## config.mk

```make
export PLATFORM = sky130hd
export DESIGN_NAME = demux_scan_ctrl_flat
export DESIGN_NICKNAME = d
export VERILOG_FILES = /design/src/rtl/demux_scan_ctrl_pkg.sv /design/src/rtl/demux_scan_ctrl_if.sv /design/src/rtl/demux_scan_ctrl_scan_dwell_timer.sv /design/src/rtl/demux_scan_ctrl.sv /design/src/flat_wrapper.sv
export SDC_FILE = /design/constraint.sdc
export NUM_CORES = 1
export LEC_CHECK = 0
export BUFFER_PORTS_ARGS = -buffer_cell sky130_fd_sc_hd__buf_4
export CAP_MARGIN = 20
export CORE_ASPECT_RATIO = 0.5
export CORE_MARGIN = 5
export CORE_UTILIZATION = 35
export CTS_CLUSTER_DIAMETER = 200
export DETAILED_ROUTE_END_ITERATION = 8
export GPL_ROUTABILITY_DRIVEN = 0
export PLACE_DENSITY_LB_ADDON = 0.2
export SLEW_MARGIN = 5
export SYNTH_ARGS = -nofsm -noshare
export SYNTH_HDL_FRONTEND = slang
export SYNTH_SLANG_ARGS = --single-unit
```

## constraint.sdc

```tcl
create_clock -name clk -period 2.1 [get_ports clk]
set_input_delay 0.42 -clock clk [delete_from_list [all_inputs] [get_ports clk]]
set_output_delay 0.42 -clock clk [all_outputs]
set_load 0.005 [all_outputs]
```

## src/rtl/demux_scan_ctrl_pkg.sv

```systemverilog
// Shared types and sizing for the demux scan controller and its bus interface.
package demux_scan_ctrl_pkg;
  localparam int CH_N  = 8;
  localparam int SEL_W = 3;

  typedef enum logic [1:0] {IDLE = 2'd0, DRIVE = 2'd1, DONE = 2'd2} scan_state_t;
endpackage

```

## src/rtl/demux_scan_ctrl_if.sv

```systemverilog
// Frame handshake plus demux drive bus between an upstream source and the scan controller.
interface demux_scan_ctrl_if import demux_scan_ctrl_pkg::*; #(
  parameter int CNT_W = 8
) ();
  logic [CH_N-1:0]  frame_in;
  logic             frame_valid;
  logic             frame_ready;
  logic             abort;
  logic             dmx_in;
  logic             dmx_en;
  logic [SEL_W-1:0] dmx_sel;
  logic             busy;
  logic             done;
  logic [CNT_W-1:0] frame_cnt;

  modport master (
    output frame_in, frame_valid, abort,
    input  frame_ready, dmx_in, dmx_en, dmx_sel, busy, done, frame_cnt
  );

  modport slave (
    input  frame_in, frame_valid, abort,
    output frame_ready, dmx_in, dmx_en, dmx_sel, busy, done, frame_cnt
  );
endinterface

```

## src/rtl/demux_scan_ctrl_scan_dwell_timer.sv

```systemverilog
// Counts the cycles spent on one demux channel and flags the final one.
module scan_dwell_timer #(
  parameter int DWELL = 1
) (
  input  logic clk,
  input  logic rst_n,
  input  logic load,
  input  logic tick,
  output logic last_cycle
);
  localparam int TW = $clog2(DWELL + 1);

  logic [TW-1:0] cnt_q, cnt_d;

  assign last_cycle = (cnt_q == TW'(DWELL - 1));

  always_comb begin
    cnt_d = cnt_q;
    if (load)
      cnt_d = '0;
    else if (tick)
      cnt_d = last_cycle ? '0 : cnt_q + TW'(1);
  end

  always_ff @(posedge clk) begin
    if (!rst_n) cnt_q <= '0;
    else        cnt_q <= cnt_d;
  end
endmodule

```

## src/rtl/demux_scan_ctrl.sv

```systemverilog
// Accepts 8-bit frames and scans them bit-by-bit onto an eight_demux, DWELL cycles per channel.
module demux_scan_ctrl import demux_scan_ctrl_pkg::*; #(
  parameter int DWELL     = 1,
  parameter int MSB_FIRST = 0,
  parameter int CNT_W     = 8
) (
  input logic              clk,
  input logic              rst_n,
  demux_scan_ctrl_if.slave bus
);
  localparam logic [1:0] S_IDLE  = IDLE;
  localparam logic [1:0] S_DRIVE = DRIVE;
  localparam logic [1:0] S_DONE  = DONE;

  localparam logic [SEL_W-1:0] IDX_FIRST = (MSB_FIRST != 0) ? SEL_W'(CH_N - 1) : '0;
  localparam logic [SEL_W-1:0] IDX_LAST  = (MSB_FIRST != 0) ? '0 : SEL_W'(CH_N - 1);

  logic [1:0]       state_q, state_d;
  logic [SEL_W-1:0] idx_q, idx_d;
  logic [CH_N-1:0]  frame_q, frame_d;
  logic [CNT_W-1:0] cnt_q, cnt_d;
  logic [SEL_W-1:0] sel_q, sel_d;
  logic             din_q, din_d;
  logic             en_q, en_d;
  logic             busy_q, busy_d;
  logic             done_q, done_d;
  logic             ready_q, ready_d;
  logic             tmr_load, tmr_tick, last_cycle;

  scan_dwell_timer #(.DWELL(DWELL)) u_timer (
    .clk        (clk),
    .rst_n      (rst_n),
    .load       (tmr_load),
    .tick       (tmr_tick),
    .last_cycle (last_cycle)
  );

  // Every output is computed one cycle ahead so that the registered copy lines up with the state.
  always_comb begin
    state_d  = state_q;
    idx_d    = idx_q;
    frame_d  = frame_q;
    cnt_d    = cnt_q;
    sel_d    = sel_q;
    din_d    = 1'b0;
    en_d     = 1'b0;
    busy_d   = 1'b0;
    done_d   = 1'b0;
    ready_d  = 1'b0;
    tmr_load = 1'b0;
    tmr_tick = 1'b0;
    unique case (state_q)
      S_IDLE: begin
        if (bus.frame_valid) begin
          frame_d  = bus.frame_in;
          idx_d    = IDX_FIRST;
          tmr_load = 1'b1;
          state_d  = S_DRIVE;
          en_d     = 1'b1;
          busy_d   = 1'b1;
          sel_d    = IDX_FIRST;
          din_d    = bus.frame_in[IDX_FIRST];
        end else begin
          ready_d  = 1'b1;
        end
      end
      S_DRIVE: begin
        tmr_tick = 1'b1;
        if (bus.abort) begin
          state_d = S_IDLE;
          ready_d = 1'b1;
        end else if (last_cycle && idx_q == IDX_LAST) begin
          state_d = S_DONE;
          done_d  = 1'b1;
          cnt_d   = cnt_q + CNT_W'(1);
        end else begin
          if (last_cycle)
            idx_d = (MSB_FIRST != 0) ? idx_q - SEL_W'(1) : idx_q + SEL_W'(1);
          en_d   = 1'b1;
          busy_d = 1'b1;
          sel_d  = idx_d;
          din_d  = frame_q[idx_d];
        end
      end
      S_DONE: begin
        state_d = S_IDLE;
        ready_d = 1'b1;
      end
      default: begin
        state_d = S_IDLE;
        ready_d = 1'b1;
      end
    endcase
  end

  always_ff @(posedge clk) begin
    if (!rst_n) begin
      state_q <= S_IDLE;
      idx_q   <= '0;
      frame_q <= '0;
      cnt_q   <= '0;
      sel_q   <= '0;
      din_q   <= 1'b0;
      en_q    <= 1'b0;
      busy_q  <= 1'b0;
      done_q  <= 1'b0;
      ready_q <= 1'b1;
    end else begin
      state_q <= state_d;
      idx_q   <= idx_d;
      frame_q <= frame_d;
      cnt_q   <= cnt_d;
      sel_q   <= sel_d;
      din_q   <= din_d;
      en_q    <= en_d;
      busy_q  <= busy_d;
      done_q  <= done_d;
      ready_q <= ready_d;
    end
  end

  assign bus.frame_ready = ready_q;
  assign bus.dmx_in      = din_q;
  assign bus.dmx_en      = en_q;
  assign bus.dmx_sel     = sel_q;
  assign bus.busy        = busy_q;
  assign bus.done        = done_q;
  assign bus.frame_cnt   = cnt_q;
endmodule

```

## src/flat_wrapper.sv

```systemverilog
// flat-port wrapper written by rule: the top's interface ports become plain ports
module demux_scan_ctrl_flat import demux_scan_ctrl_pkg::*;
#(
  parameter int DWELL     = 1,
  parameter int MSB_FIRST = 0,
  parameter int CNT_W     = 8
)
  (clk, rst_n, bus_frame_in, bus_frame_valid, bus_abort, bus_frame_ready, bus_dmx_in, bus_dmx_en, bus_dmx_sel, bus_busy, bus_done, bus_frame_cnt);
  demux_scan_ctrl_if #(.CNT_W(CNT_W)) bus_i ();
  input logic clk;
  input logic rst_n;
  input wire logic [$bits(bus_i.frame_in)-1:0] bus_frame_in;
  input wire logic [$bits(bus_i.frame_valid)-1:0] bus_frame_valid;
  input wire logic [$bits(bus_i.abort)-1:0] bus_abort;
  output wire logic [$bits(bus_i.frame_ready)-1:0] bus_frame_ready;
  output wire logic [$bits(bus_i.dmx_in)-1:0] bus_dmx_in;
  output wire logic [$bits(bus_i.dmx_en)-1:0] bus_dmx_en;
  output wire logic [$bits(bus_i.dmx_sel)-1:0] bus_dmx_sel;
  output wire logic [$bits(bus_i.busy)-1:0] bus_busy;
  output wire logic [$bits(bus_i.done)-1:0] bus_done;
  output wire logic [$bits(bus_i.frame_cnt)-1:0] bus_frame_cnt;
  assign bus_i.frame_in = bus_frame_in;
  assign bus_i.frame_valid = bus_frame_valid;
  assign bus_i.abort = bus_abort;
  assign bus_frame_ready = bus_i.frame_ready;
  assign bus_dmx_in = bus_i.dmx_in;
  assign bus_dmx_en = bus_i.dmx_en;
  assign bus_dmx_sel = bus_i.dmx_sel;
  assign bus_busy = bus_i.busy;
  assign bus_done = bus_i.done;
  assign bus_frame_cnt = bus_i.frame_cnt;
  demux_scan_ctrl #(.DWELL(DWELL), .MSB_FIRST(MSB_FIRST), .CNT_W(CNT_W)) u_core (.clk(clk), .rst_n(rst_n), .bus(bus_i));
endmodule
```

== Yosys cells after proc, flatten, opt, wreduce, memory -nomap -nowiden ==
Index checks and enable logic that the tools add are counted.

* Latch bits: 0
* Output and inout port bits: 16
* Memories: 0
* Bits of input ports: 12
* RAM bits: 0
* Register bits: 26
* ROM bits: 0

* Reductions and logical operators: 9
* Multipliers: 0
* Order comparisons: 1
* Divide/modulo/power cells: 0
* Equality and inequality tests: 6
* Bitwise gates (word level): 4
* $add $sub $neg: 3
* Shift-type cells: 0
* Multiplexer cells: 29

{| class="wikitable"
|+ Operators with widths
! operator !! count
|-
| $mux 3 || 7
|-
| $mux 1 || 13
|-
| $add 8x1->8 const B || 1
|-
| $mux 2 || 3
|-
| $ne 2x2->1 const B || 3
|-
| $pmux 1 s2 || 3
|-
| $pmux 3 s2 || 1
|-
| $lt 3x4->1 const B || 1
|-
| $not 1->1 || 4
|-
| $pmux 2 s2 || 1
|-
| $reduce_and 2->1 || 2
|-
| $reduce_and 4->1 || 1
|-
| $add 3x1->3 const B || 1
|-
| $bmux 1 s3 || 1
|-
| $eq 3x3->1 const B || 1
|-
| $ne 3x2->1 const B || 1
|-
| $reduce_and 3->1 || 1
|-
| $reduce_or 3->1 || 1
|-
| $eq 2x1->1 const B || 1
|-
| $logic_not 2->1 || 1
|-
| $reduce_bool 2->1 || 1
|-
| $reduce_or 2->1 || 1
|-
| $add 1x1->1 const B || 1
|-
| $logic_and 1x1->1 || 1
|}

== Logic depth before layout (Yosys ltp) ==
Gate-level depths: netlist (run 1).

* Word-level depth: 10
* Gate-level depth with buffers: 6

== By module ==
Synthesis (run 1) repeated with hierarchy kept, for this count alone.

* Cells, all modules: 130
* Area, all modules: 1,207.4 um^2

{| class="wikitable"
|+ By module, submodules not included
! module !! times used !! sequential area each (um^2) !! area each (um^2) !! cells an instance
|-
| demux_scan_ctrl || 1 || 500.5 || 1,196.1 || 128
|-
| scan_dwell_timer || 1 || 0.0 || 11.3 || 2
|}

== Worst setup path after synthesis (run 1) ==
No wires, ideal clock.

* Path type: register to register
* Start point: reg u_core.bus.dmx_sel[0] (netlist name)
* End point: reg u_core.cnt_q[7], in the netlist u_core.bus.frame_cnt[7]
* Library setup time: 0.071 ns
* Data required time: 2.029 ns
* Period minus slack after synthesis: 1.603 ns
* Arrival time: 1.532 ns
* Path buffers: 0
* Setup slack: 0.497 ns
* Stages on the path, launching flop included: 6
* Path through: dfxtp_1 > ha_1 > ha_1 > nand4bb_1 > or4_1 > a21oi_1

{| class="wikitable"
|+ RTL lines
! element !! line !! source
|-
| end signal, assigned || demux_scan_ctrl.sv:112 || <nowiki>cnt_q <= cnt_d;</nowiki>
|-
| end, declared || demux_scan_ctrl.sv:21 || <nowiki>logic [CNT_W-1:0] cnt_q, cnt_d;</nowiki>
|}

==> key figures, run 1 <==
Timing
  • Final setup TNS: 0 ps
  • Worst Tran Pin Value: 779 ps
  • Clock skew: 5.39 ps
  • Unrepaired setup endpoints after global routing: false
  • Fin crit period: 1840 ps
  • Maximum clock frequency: 543 MHz
  • Final Hold Violating Endpoints: 0
  • Slew Viols, Final: 0
  • Crit share post-route: 87.6%
  • Final setup viols: 0
  • Max-Slew Margin vs Limit: 48.0%

Synth
  • Synthesized area per cell: 9.19 um^2
  • Cell Area, Synth: 1040 um^2
  • Post-synthesis cell count: 113
  • Synth cell types: 27
  • Syn_nets: 128
  • Part of the Yosys area used for sequential elements: 48.2%
  • Number of synthesized register bits: 25
  • Share of the synthesized area in the top cell type: 48.2%
  • Synth Warn #: 0
  • Prevailing post-synth register cell: dfxtp_1
  • Post-synth top area cell: dfxtp_1
  • Post-synth ARST share: 0%
  • Top cells by area, synth: dfxtp_1 48%, a21oi_1 9.2%, nand2_1 7.6%
  • Post-synth EDFFs: 0

Finish
  • N_diodes: 0
  • Fin cells: 179
  • Most frequent cells in the layout: 30 x buf_4, 25 x dfxtp_1, 21 x nand2_1
  • Share of layout cells above drive strength 1: 26.8%
  • Layout area overhead: 28.7%
  • Fin util: 49.2%
  • Most common library cell in the layout ignoring fill and taps: buf_4
  • Net count, final: 158

Setup path
  • R2R Path Start: u_core.bus.dmx_sel[0]
  • Cell Chain, Critical Path: ha_1, ha_1, nand4bb_2, or4_1, a21oi_1
  • Worst r2r path cells: 5
  • Setup crit start: u_core.bus.dmx_sel[0]
  • Critical Path Start Type: flip-flop
  • Most frequent CP cell: ha_1
  • Arr. time, crit path: 2030 ps
  • Worst path max stage delay: 560 ps
  • CP max FO: 10
  • CP endpoint kind: flip-flop
  • R2R Setup Slk: 260 ps
  • Critical Path RT: 2290 ps
  • Worst setup endpoint: u_core.bus.frame_cnt[6]
  • Slowest CP cell: or4_1
  • Reg2reg end: u_core.bus.frame_cnt[6]
  • Setup CP Type: flip-flop to flip-flop

Place
  • # placed instances: 175
  • Number of port buffers: 27
  • Hpwl dp: 1.62 mm

Run
  • Max_cap viols: 0

Power
  • Combinational power share: 9.2%
  • Internal: 0.000667 W
  • Share of power burned in the clock network: 33.0%
  • Leak: 0.533 nW
  • Switching share of total power: 22.6%
  • VDD IR max: 0.000218 V
  • Part of the power in registers: 57.9%
  • Net Switching: 0.000195 W
  • Cell area power density: 644 nW/um^2

Floorplan
  • Die Area: 4220 um^2
  • Die Y: 48.5 um
  • I/O pins: 28
  • Site row count: 13
  • Core Area: 2720 um^2
  • Starting Density: 38.2%
  • Die span in x: 87.0 um

Clock network
  • CTS buffer count: 3
  • Post-CTS Setup Bufs: 0
  • Clock Tree Buf Depth: 2
  • CTS sink cnt: 25
  • CTS tree: built
  • H-tree depth: 1
  • Clock transition at the registers of the reported paths: 90 ps
  • Clock Tree Root: clkbuf_8
  • Worst-skew pair later-pin latency: 270 ps

Drt
  • DRC viols: 0
  • Routed vias: 885
  • Vias/cell: 4.94
  • DRT Pass-1 Iters: 4
  • Detail Route Antenna Nets: 0
  • Routed WL: 2.21 mm
  • Wire per inst: 12.4 um
  • DR iter-0 viols: 44

GRT
  • Most Crowded Layer GR: met2
  • Vias in the first global route: 812
  • GRT met2 Usage: 17.3%
  • First-pass GRT wire length: 3.62 mm
  • Grt total ovfl: 0
  • Met1 GRT Util: 13.3%
  • Initial antenna violation count: 0
  • Routing usage on met3: 3.54%
  • Largest net degree at the start of global routing: 26
  • All-Layer GR Usage: 10.7%

Min path
  • Worst Hold Class: input port to flip-flop

Outcome
  • Status: finished, final reports clean
registers in the layout, indices dropped and copies added (netlist names):
register and count:
u_core.bus.frame_cnt 8, u_core.frame_q 8, u_core.bus.dmx_sel 3, u_core.state_q 2, u_core.bus.dmx_en 1, u_core.bus.dmx_in 1, u_core.bus.done 1, u_core.bus.frame_ready 1
repair_timing:
action / 4_1_cts / 5_1_grt
gates resized for setup: 0 / 1
hold buffers: 0 / 0
setup endpoints to repair: 0 / 1
hold endpoints to repair: 0 / 0
synth_stat cells, types with 2 or more instances:
cell	n
a21oi_1	19
clkbuf_1	3
nand2_1	21
nor2_1	5
o31ai_1	4
ha_1	3
or3_1	2
dfxtp_1	25
inv_1	4
nand3_1	5
mux4_2	2
o21ai_0	2
or4_1	4
area by class of cell:
type | count | area, um^2
sequential | 25 | 500
clock buffer | 4 | 45.0
timing repair buffer | 30 | 225
tap | 37 | 46.3
inverter | 4 | 15.0
fill | 265 | 1380
multi-input combinational | 79 | 504
per-layer routing:
layer | vias up | part of all wire, %
li1 | 466 | -
met1 | 404 | 49
met2 | 15 | 47
met3 | 0 | 3.9
met4 | 0 | 0
met5 | - | 0
worst max-delay path: cells and delay by family, from the launching register on:
family	cells	cell delay, ps
compound gates	1	140
fa+ha+maj	2	390
simple gates	2	810
flops	1	420
power groups by stage:
stage	clock [W]	sequential [W]	combinational [W]
floorplan	0	0.000508	0.0000433
global placement	0	0.000509	0.0000797
detailed placement	0	0.000510	0.0000796
CTS	0.000291	0.000498	0.0000799
global route	0.000307	0.000501	0.0000882
finish	0.000284	0.000498	0.0000790
kinds of logic (layout without fill, tap and decap cells):
| group | count (synthesis) | count (layout) | synth area share, % |
|---|---|---|---|
| buf+inv | 9 | 38 | 3.73 |
| mux | 3 | 3 | 5.30 |
| flops | 25 | 25 | 48.2 |
| xor+xnor | 1 | 1 | 0.844 |
| fa+ha+maj | 3 | 3 | 3.61 |
| simple gates | 43 | 43 | 22.0 |
| compound gates | 29 | 29 | 16.3 |
worst min path at each step:
| stage | cells past startpoint | to | from | slack [ps] |
|---|---|---|---|---|
| 6_report | 3 | u_core.frame_q[2] | bus_frame_in[2] | 390 |
| 5_1_grt | 3 | u_core.frame_q[5] | bus_frame_in[5] | 390 |
| 4_1_cts | 3 | u_core.frame_q[5] | bus_frame_in[5] | 390 |
| 3_5_place_dp | 2 | u_core.frame_q[1] | u_core.frame_q[1] | 450 |
| 3_3_place_gp | 2 | u_core.frame_q[4] | u_core.frame_q[4] | 440 |
| 2_1_floorplan | 2 | u_core.frame_q[4] | u_core.frame_q[4] | 430 |
metrics by stage:
step           setup slack (ps)  hold slack (ps)  instance area, um^2  total power, W
5_1_grt                    94.5              393                 1340        0.000896
4_1_cts                     170              391                 1330        0.000869
6_report                    259              391                 1340        0.000861
3_3_place_gp                249              440                 1290        0.000588
3_5_place_dp                188              448                 1290        0.000589
2_1_floorplan               497              433                 1040        0.000551
Power figures use the tool's default switching activity.
==> inputs of run 2 (changes only) <==
--- a/config.mk
+++ b/config.mk
@@ -5,6 +5,8 @@
 export SDC_FILE = /design/constraint.sdc
 export NUM_CORES = 1
 export LEC_CHECK = 0
+export ABC_AREA = 1
+export ABC_CLOCK_PERIOD_IN_PS = 2100
 export BUFFER_PORTS_ARGS = -buffer_cell sky130_fd_sc_hd__buf_4
 export CAP_MARGIN = 20
 export CORE_ASPECT_RATIO = 0.5
==> run 2 against run 1 <==
Combinational power up 15%. Sequential share of layout area down 0.72 points. Non-clock buffer count down 2. First-iteration DRC count down 34%. Global-route usage down 0.10 points.
==> key figures, run 2 <==
Timing
  • Unrepaired setup endpoints after global routing: false
  • Slew Viols, Final: 0
  • Setup ws final: 418 ps
  • Maximum clock frequency: 594 MHz
  • Fin Hold WS: 423 ps
  • Final setup TNS: 0 ps
  • Worst Tran Pin Value: 339 ps
  • Max-Slew Margin vs Limit: 77.3%
  • Fin crit period: 1680 ps
  • Crit share post-route: 80.1%
  • Final setup viols: 0
  • Clock skew: 4.97 ps
  • Final Hold Violating Endpoints: 0

Power
  • Cell area power density: 644 nW/um^2
  • VDD IR max: 0.000196 V
  • Leak: 0.602 nW

Place
  • Dpl ws: 420 ps
  • Number of port buffers: 27
  • Hpwl dp: 1.64 mm
  • Post-DP Area: 1320 um^2

GRT
  • Vias in the first global route: 844
  • First-pass GRT wire length: 3.65 mm
  • All-Layer GR Usage: 10.6%
  • Initial antenna violation count: 0
  • Largest net degree at the start of global routing: 19
  • Grt total ovfl: 0

Clock network
  • Clock Tree Root: clkbuf_8
  • CTS tree: built
  • Clock Tree Buf Depth: 2
  • CTS buffer count: 3
  • Clock transition at the registers of the reported paths: 90 ps
  • H-tree depth: 1
  • # hold bufs at CTS: 0
  • CTS sink cnt: 25
  • Worst-skew pair later-pin latency: 270 ps
  • Post-CTS Setup Bufs: 0
  • Resized cells post-CTS: 0

Setup path
  • Arr. time, crit path: 1850 ps
  • Cell Chain, Critical Path: ha_1, ha_1, inv_2, nor3_4, nand3b_1, o21ai_0, nor2_1
  • Critical Path RT: 2270 ps
  • Worst path max stage delay: 480 ps
  • Critical Path Start Type: flip-flop
  • Slowest CP cell: dfxtp_1
  • Setup CP Type: flip-flop to flip-flop
  • Most frequent CP cell: ha_1
  • CP endpoint kind: flip-flop
  • CP max FO: 9

Synth
  • Number of synthesized register bits: 25
  • Cell Area, Synth: 1070 um^2
  • Prevailing post-synth register cell: dfxtp_1
  • Part of the Yosys area used for sequential elements: 46.7%
  • Synth cell types: 21
  • Count leader, synth: nand2_1
  • Top cells by area, synth: dfxtp_1 47%, nand2_1 10%, inv_1 7.0%
  • Post-synth ARST share: 0%
  • Post-synth EDFFs: 0
  • Share of the synthesized area in the top cell type: 46.7%
  • Post-synth top area cell: dfxtp_1
  • Synth Warn #: 0
  • Post-synthesis cell count: 145
  • Syn_nets: 160
  • Commonest cells in the synthesized netlist: 29 x nand2_1, 25 x dfxtp_1, 20 x inv_1
  • Synthesized area per cell: 7.40 um^2

Finish
  • Filler Cells Inserted: 322
  • N_diodes: 0
  • Net count, final: 190
  • Layout area overhead: 27.1%
  • Share of layout cells above drive strength 1: 21.8%
  • Most common library cell in the layout ignoring fill and taps: nand2_1
  • Most frequent cells in the layout: 29 x nand2_1, 28 x buf_4, 25 x dfxtp_1
  • Fin area: 1360 um^2

Floorplan
  • Die span in x: 88.3 um
  • Starting Density: 36.0%
  • I/O pins: 28
  • Die Y: 49.1 um
  • Site row count: 14
  • Die Area: 4340 um^2
  • Core Area: 2980 um^2

Drt
  • Routed WL: 2.17 mm
  • Wire per inst: 10.1 um
  • Top Metal Used: met4
  • Met1 Wirelength: 1.08 mm
  • Metal3 WL: 116 um
  • Vias/cell: 4.36
  • Met2 Routed Length: 944 um
  • DR iter-0 viols: 29
  • DRT Pass-1 Iters: 4
  • DRC viols: 0
  • Routed vias: 933
  • Detail Route Antenna Nets: 0

Run
  • Max_cap viols: 0

Outcome
  • Status: finished, final reports clean

Min path
  • Worst Hold Class: input port to flip-flop
-- run 2: cell count changes after synthesis, sizes merged, moves of 3 or more --
cell,before,now
nand2,21,30
o21ai,3,14
nor2,5,19
nand3,5,8
nor3,0,4
o31ai,4,0
or4,4,0
a21oi,19,14
inv,4,21
-- run 2: final cells by class --
class                   count  area (um^2)  area share (%)
multi-input cells          96          477            35.0
repair buffers             28          210            15.4
well taps                  40         50.0            3.67
clock inverters             1         5.00           0.367
inverters                  21         78.8            5.79
clock buffers               3         41.3            3.03
flip-flops and latches     25          500            36.7
-- run 2: cells by family (layout without fill, tap and decap cells) --
kind of cell             Yosys count  in the layout  share of synthesized area (%)
buffers and inverters             24             53                           8.87
XOR/XNOR                           1              1                          0.817
AO/OA/AOI/OAI                     29             29                           13.7
adder cells (fa/ha/maj)            3              3                           3.50
AND/OR/NAND/NOR                   63             63                           26.5
flip-flops                        25             25                           46.7
-- run 2: final timing paths --
| path | start | end | slack, ps | cells after the start |
|---|---|---|---|---|
| setup / recovery | u_core.bus.dmx_sel[0] | u_core.bus.frame_cnt[5] | 420 | 7 |
| hold / removal | bus_frame_in[3] | u_core.frame_q[3] | 420 | 3 |
| setup reg to reg | u_core.bus.dmx_sel[0] | u_core.bus.frame_cnt[5] | 420 | 7 |
| hold reg to reg | u_core.frame_q[3] | u_core.frame_q[3] | 460 | 2 |
-- run 2: per-stage QoR --
stage | util, % | instances | total power [W]
3_5_place_dp | 44.2 | 210 | 0.000602
6_report | 45.8 | 214 | 0.000877
2_1_floorplan | - | 145 | 0.000563
4_1_cts | 45.8 | 214 | 0.000887
3_3_place_gp | 44.2 | 210 | 0.000601
5_1_grt | 45.8 | 214 | 0.000927
-- run 2: report_power, final --
| part | total, W | switching (W) | internal [W] |
|---|---|---|---|
| sequential | 0.000500 | 0.00000737 | 0.000492 |
| clock | 0.000287 | 0.000154 | 0.000133 |
| combinational | 0.0000907 | 0.0000495 | 0.0000412 |
-- run 2: routing by layer --
layer	vias up	track usage [%]
met1	394	12.9
met3	5	4.05
li1	517	-
met4	0	3.77
met2	17	17.0
met5	-	0
-- run 2: worst max-delay path: cells and delay by family, from the launching register on --
family	cells	cell delay, ps
AO/OA/AOI/OAI	1	160
adder cells (fa/ha/maj)	2	410
buffers and inverters	1	60
AND/OR/NAND/NOR	3	470
flip-flops	1	480
